$ cat config.mk
export PLATFORM = sky130hd
export DESIGN_NAME = serial_fetch_engine_flat
export DESIGN_NICKNAME = d
export VERILOG_FILES = /design/src/rtl/serial_fetch_engine_if.sv /design/src/rtl/serial_fetch_engine.sv /design/src/flat_wrapper.sv
export SDC_FILE = /design/constraint.sdc
export NUM_CORES = 1
export LEC_CHECK = 0
export CAP_MARGIN = 20
export CORE_UTILIZATION = 55
export CTS_CLUSTER_DIAMETER = 50
export DETAILED_ROUTE_END_ITERATION = 12
export PLACE_DENSITY = 0.78
export SYNTH_ARGS = -nofsm -noshare
export SYNTH_HDL_FRONTEND = slang
export SYNTH_SLANG_ARGS = --single-unit
$ cat constraint.sdc
create_clock -name sys_clk -period 4.4 [get_ports sys_clk]
set_clock_uncertainty 0.15 [all_clocks]
set_input_delay 0.66 -clock sys_clk [delete_from_list [all_inputs] [get_ports sys_clk]]
set_output_delay 0.66 -clock sys_clk [all_outputs]
set_load 0.01 [all_outputs]
$ cat src/rtl/serial_fetch_engine_if.sv
// Request/response and serial memory-link signals of serial_fetch_engine.
// The master is the requester plus external memory; the slave is the engine.
interface serial_fetch_engine_if #(
    parameter int ADDR_WIDTH = 8,
    parameter int DATA_WIDTH = 32
);
    logic                  req_valid;
    logic [ADDR_WIDTH-1:0] req_addr;
    logic                  req_ready;
    logic                  abort;
    logic                  addr_stream;
    logic                  data_stream;
    logic                  fetch_active;
    logic                  rsp_valid;
    logic [DATA_WIDTH-1:0] rsp_data;

    modport master (
        output req_valid, req_addr, abort, data_stream,
        input  req_ready, addr_stream, fetch_active, rsp_valid, rsp_data
    );

    modport slave (
        input  req_valid, req_addr, abort, data_stream,
        output req_ready, addr_stream, fetch_active, rsp_valid, rsp_data
    );
endinterface

$ cat src/rtl/serial_fetch_engine.sv
// Serial fetch engine: shifts an address out bit by bit, waits a turnaround,
// shifts a data word in and presents it for one cycle with a fixed latency.
module serial_fetch_engine #(
    parameter int ADDR_WIDTH = 8,
    parameter int DATA_WIDTH = 32,
    parameter int TURNAROUND = 1,
    parameter int LSB_FIRST  = 0
) (
    input  logic                   sys_clk,
    input  logic                   sys_reset_n,
    serial_fetch_engine_if.slave   bus
);
    localparam int ACW = (ADDR_WIDTH > 1) ? $clog2(ADDR_WIDTH) : 1;
    localparam int DCW = (DATA_WIDTH > 1) ? $clog2(DATA_WIDTH) : 1;
    localparam int TCW = (TURNAROUND > 1) ? $clog2(TURNAROUND) : 1;
    localparam logic [ACW-1:0] ADDR_LAST = ACW'(ADDR_WIDTH - 1);
    localparam logic [DCW-1:0] DATA_LAST = DCW'(DATA_WIDTH - 1);
    localparam logic [TCW-1:0] TURN_LAST = TCW'((TURNAROUND > 0) ? TURNAROUND - 1 : 0);

    typedef enum logic [2:0] {
        S_IDLE, S_SEND_ADDR, S_TURN, S_RECV, S_DONE
    } state_t;

    state_t                r_state;
    state_t                w_state_next;
    logic [ADDR_WIDTH-1:0] r_addr;
    logic [DATA_WIDTH-1:0] r_shift;
    logic [DATA_WIDTH-1:0] r_rsp_data;
    logic [ACW-1:0]        r_addr_cnt;
    logic [TCW-1:0]        r_turn_cnt;
    logic [DCW-1:0]        r_data_cnt;
    logic                  w_accept;
    logic                  w_addr_bit;
    logic [ADDR_WIDTH-1:0] w_addr_shift;
    logic [DATA_WIDTH-1:0] w_shift_in;

    // The address register shifts so the outgoing bit always sits at one fixed end.
    generate
        if (LSB_FIRST != 0) begin : g_lsb_first
            assign w_addr_bit   = r_addr[0];
            assign w_addr_shift = {1'b0, r_addr[ADDR_WIDTH-1:1]};
            assign w_shift_in   = {bus.data_stream, r_shift[DATA_WIDTH-1:1]};
        end else begin : g_msb_first
            assign w_addr_bit   = r_addr[ADDR_WIDTH-1];
            assign w_addr_shift = {r_addr[ADDR_WIDTH-2:0], 1'b0};
            assign w_shift_in   = {r_shift[DATA_WIDTH-2:0], bus.data_stream};
        end
    endgenerate

    always_comb begin
        w_state_next = r_state;
        w_accept     = 1'b0;
        case (r_state)
            S_IDLE: begin
                if (bus.req_valid) begin
                    w_accept     = 1'b1;
                    w_state_next = S_SEND_ADDR;
                end
            end
            S_SEND_ADDR: begin
                if (bus.abort)
                    w_state_next = S_IDLE;
                else if (r_addr_cnt == ADDR_LAST)
                    w_state_next = (TURNAROUND == 0) ? S_RECV : S_TURN;
            end
            S_TURN: begin
                if (bus.abort)
                    w_state_next = S_IDLE;
                else if (r_turn_cnt == TURN_LAST)
                    w_state_next = S_RECV;
            end
            S_RECV: begin
                if (bus.abort)
                    w_state_next = S_IDLE;
                else if (r_data_cnt == DATA_LAST)
                    w_state_next = S_DONE;
            end
            S_DONE:  w_state_next = S_IDLE;
            default: w_state_next = S_IDLE;
        endcase
    end

    // Counters restart whenever their phase is left, so none can wrap within a phase.
    always_ff @(posedge sys_clk or negedge sys_reset_n) begin
        if (!sys_reset_n) begin
            r_state    <= S_IDLE;
            r_addr     <= '0;
            r_shift    <= '0;
            r_rsp_data <= '0;
            r_addr_cnt <= '0;
            r_turn_cnt <= '0;
            r_data_cnt <= '0;
        end else begin
            r_state <= w_state_next;
            case (r_state)
                S_IDLE: begin
                    if (w_accept) begin
                        r_addr     <= bus.req_addr;
                        r_shift    <= '0;
                        r_addr_cnt <= '0;
                        r_turn_cnt <= '0;
                        r_data_cnt <= '0;
                    end
                end
                S_SEND_ADDR: begin
                    r_addr     <= w_addr_shift;
                    r_addr_cnt <= (w_state_next == S_SEND_ADDR) ? r_addr_cnt + ACW'(1) : '0;
                end
                S_TURN: begin
                    r_turn_cnt <= (w_state_next == S_TURN) ? r_turn_cnt + TCW'(1) : '0;
                end
                S_RECV: begin
                    r_shift    <= w_shift_in;
                    r_data_cnt <= (w_state_next == S_RECV) ? r_data_cnt + DCW'(1) : '0;
                    // Only a complete word ever reaches the output register.
                    if (w_state_next == S_DONE)
                        r_rsp_data <= w_shift_in;
                end
                default: ;
            endcase
        end
    end

    assign bus.req_ready    = (r_state == S_IDLE);
    assign bus.addr_stream  = (r_state == S_SEND_ADDR) & w_addr_bit;
    assign bus.fetch_active = (r_state == S_SEND_ADDR) | (r_state == S_TURN) |
                              (r_state == S_RECV);
    assign bus.rsp_valid    = (r_state == S_DONE);
    assign bus.rsp_data     = r_rsp_data;
endmodule

$ cat src/flat_wrapper.sv
// flat-port wrapper written by rule: the top's interface ports become plain ports
module serial_fetch_engine_flat 
#(
    parameter int ADDR_WIDTH = 8,
    parameter int DATA_WIDTH = 32,
    parameter int TURNAROUND = 1,
    parameter int LSB_FIRST  = 0
)
  (sys_clk, sys_reset_n, bus_req_valid, bus_req_addr, bus_abort, bus_data_stream, bus_req_ready, bus_addr_stream, bus_fetch_active, bus_rsp_valid, bus_rsp_data);
  serial_fetch_engine_if #(.ADDR_WIDTH(ADDR_WIDTH), .DATA_WIDTH(DATA_WIDTH)) bus_i ();
  input  logic sys_clk;
  input  logic sys_reset_n;
  input wire logic [$bits(bus_i.req_valid)-1:0] bus_req_valid;
  input wire logic [$bits(bus_i.req_addr)-1:0] bus_req_addr;
  input wire logic [$bits(bus_i.abort)-1:0] bus_abort;
  input wire logic [$bits(bus_i.data_stream)-1:0] bus_data_stream;
  output wire logic [$bits(bus_i.req_ready)-1:0] bus_req_ready;
  output wire logic [$bits(bus_i.addr_stream)-1:0] bus_addr_stream;
  output wire logic [$bits(bus_i.fetch_active)-1:0] bus_fetch_active;
  output wire logic [$bits(bus_i.rsp_valid)-1:0] bus_rsp_valid;
  output wire logic [$bits(bus_i.rsp_data)-1:0] bus_rsp_data;
  assign bus_i.req_valid = bus_req_valid;
  assign bus_i.req_addr = bus_req_addr;
  assign bus_i.abort = bus_abort;
  assign bus_i.data_stream = bus_data_stream;
  assign bus_req_ready = bus_i.req_ready;
  assign bus_addr_stream = bus_i.addr_stream;
  assign bus_fetch_active = bus_i.fetch_active;
  assign bus_rsp_valid = bus_i.rsp_valid;
  assign bus_rsp_data = bus_i.rsp_data;
  serial_fetch_engine #(.ADDR_WIDTH(ADDR_WIDTH), .DATA_WIDTH(DATA_WIDTH), .TURNAROUND(TURNAROUND), .LSB_FIRST(LSB_FIRST)) u_core (.sys_clk(sys_clk), .sys_reset_n(sys_reset_n), .bus(bus_i));
endmodule
==> summary.md <==
| Metric | Value |
|---|---|
| Outcome | `complete, no violations` |
| Cell Pwr Density | `approximately 370 nW/um^2` |
| Input/output buffers | `48` |
| Vias in the first global route | `2021` |
| CTS Buf Count | `9` |
| F_max | `341 MHz` |
| Worst-path clk slew | `approximately 0.08 ns` |
| Clock root buffer | `clkbuf_8` |
| Most used DFF post-synth | `dfrtp_1` |
| Residual DRC | `0` |
| Gp weighted congestion | `a little over 0.7` |
| Nets | `about 350` |
| Area leader, netlist | `dfrtp_1` |
| Hold Slack | `approximately 0.33 ns` |
| Buf+Inv Stages, Crit Path | `2` |
| Top area cells in the synthesized netlist | `dfrtp_1, mux2_1, o2bb2ai_1` |
| Post-CTS Setup Inserts | `0` |
| Synth unique cells | `36` |
| Worst skew pair latency | `approximately 0.34 ns` |
| Critical path's slowest cell | `dfrtp_1` |
| WHS Endpoint | `u_core.bus.rsp_data[19]` |
| Setup TNS Final | `0 ns` |
| DRT Wirelength | `6140 um` |
| Number of clock sinks | `83` |
| First-pass GRT wire length | `just under 10000 um` |
| Top-area cell type share of the netlist area | `approximately three fifths` |
| CTS tree | `done` |
| Max Cap Violations | `0` |
| Hold crit path type | `reg2reg` |
| Mapped Avg Cell Area | `around 12 um^2` |
| HP Start | `u_core.bus.rsp_data[19]` |
| Die width | `roughly 80 um` |
| Total power | `around 1.6 mW` |
| P_leak | `1.98 nW` |
| Filler instances | `approximately 420` |
| Mapped cell area | `3470 um^2` |
| Commonest non-fill, non-tap cell in the layout | `dfrtp_1` |
| Multi-input combinational cell area | `1290 um^2` |
| Reg-to-reg startpoint | `u_core.r_data_cnt[0]` |
| Largest net degree at the start of global routing | `between 80 and 90` |
| Synth warnings | `0` |
| Relative slew slack | `a little under two fifths` |
| Post-synthesis sequential area ratio | `59.9%` |
| Final Hold Fails | `0` |
| Crit path required time | `3.59 ns` |
| Max FO, Critical Path | `15` |
| Family with the most delay on the worst path | `buffers and inverters` |
| Crit path DAT | `around 2.1 ns` |
| Clk buf depth | `2` |
| CP Capture Type | `primary output` |
| #FFs+latches synth | `83` |
| Worst VDD drop | `0.000266 V` |
| # setup viols final | `0` |
| Core ar. | `5990 um^2` |
| R2R depth | `6` |
| Drt wl/cell | `between 15 and 20 um` |
| Largest stage delay on the critical path | `0.63 ns` |
| Commonest non-fill, non-tap cells in the layout | `dfrtp_1, nand2_1, clkdlybuf4s50_1` |
| Initial Utilization | `57.9%` |
| GR Overflow Total | `0` |
| Period utilisation layout | `~67%` |
| Post-CTS Resized | `0` |
| Die H | `about 81 um` |
| Worst r2r dst | `u_core.bus.rsp_data[9]` |
| RSZ-0062 raised after global routing | `no` |
| Period minus WS final | `2.93 ns` |
| CP startpoint kind | `register` |
| Final Max Tran Viols | `0` |
| Vias/cell | `5.59` |
| Top Ports | `roughly 50` |
| P&R area growth vs syn | `22.5%` |
| Register Area | `2080 um^2` |
| Worst-Margin Slew | `~0.94 ns` |
| EDFF count, synth | `0` |
| Internal reg-to-reg setup slack | `about 1.9 ns` |
| H-tree levels | `3` |
| Async set-reset flop share out of synthesis | `100%` |
| Layout cell share with drive strength beyond 1 | `under 10%` |
| Post-route ant nets | `0` |
| Hpwl dp | `3730 um` |
| Antenna violations before repair | `0` |
| Rows | `28` |
| Syn Inst Count | `roughly 280` |
| Worst Hold Path Cells | `1` |
| DR iter-0 viols | `about 150` |
| Path type of the worst setup path | `reg2out` |
| Initial DRT Pass Iterations | `4` |
| Net Count, Synth | `300` |
| Tot GR Track Use | `between 10% and 20%` |
| Critical path, cell by cell | `nor3b_1 -> buf_4 -> and2_1 -> clkdlybuf4s50_1` |
| N_diodes | `0` |
| Total die area | `around 6600 um^2` |
| Via count | `2282` |
==> power by group <==
part | internal [mW] | switching (mW)
Sequential | 0.798 | 0.0275
Clock | 0.336 | 0.250
Combinational | 0.0624 | 0.0842
Total | 1.20 | 0.362
==> synth_stat cells, drive strengths merged (4+ instances only) <==
library cell	count
dfrtp	83
o2bb2ai	31
nand3	17
nor2	7
nor2b	4
buf	17
ha	4
mux2	33
nand2	51
==> final cells by class <==
cell class	instances	area share, %
flip-flops and latches	83	48.9
multi-input cells	179	30.3
clock inverters	4	1.74
well taps	75	2.21
inverters	1	0.0884
repair buffers	54	13.3
clock buffers	12	3.42
==> state kept, by name, summed over array words and instances, names as in the netlist <==
signal / cells
u_core.r_addr: 8
u_core.r_data_cnt: 5
u_core.r_shift: 31
u_core.r_addr_cnt: 3
u_core.r_turn_cnt: 1
u_core.bus.rsp_data: 32
u_core.r_state: 3
==> worst max-delay path by stage <==
stage	depth (start not counted)	startpoint	end	slack, ns
floorplan	4	u_core.r_state[1]	bus_addr_stream	2.41
global placement	4	bus_abort	u_core.bus.rsp_data[30]	1.50
detailed placement	4	bus_abort	u_core.bus.rsp_data[0]	1.45
CTS	4	u_core.r_state[0]	bus_addr_stream	1.46
global route	4	u_core.r_state[0]	bus_addr_stream	1.31
finish	4	u_core.r_state[0]	bus_addr_stream	1.47
==> stage by stage <==
| stage | setup WS, ns | area [um^2] | util [%] | std cells |
|---|---|---|---|---|
| 5_1_grt | 1.31 | 4250 | 70.9 | 408 |
| 3_3_place_gp | 1.50 | 3960 | 66.1 | 389 |
| 2_1_floorplan | 2.41 | 3470 | - | 283 |
| 6_report | 1.47 | 4250 | 70.9 | 408 |
| 3_5_place_dp | 1.45 | 3990 | 66.6 | 390 |
| 4_1_cts | 1.46 | 4210 | 70.3 | 406 |
==> cells by family (layout without fill, tap and decap cells) <==
kind of cell	after synthesis	in the layout	share of synthesized area [%]
compound gates	45	45	10.8
fa+ha+maj	4	4	1.44
buf+inv	21	71	3.47
flops	83	83	59.9
mux	34	34	11.0
simple gates	96	96	13.4
==> layer usage <==
metal  track usage, %  part of all wire (%)
met1             28.3                    50
met2             28.1                    45
met3             4.49                   3.8
met4             8.04                   1.5
met5                0                     0
==> repair_timing <==
action	in CTS	in global routing
hold buffers	0	1
setup endpoints to repair	0	0
hold endpoints to repair	0	10
Note: power is estimated with default switching activity, not from simulation.
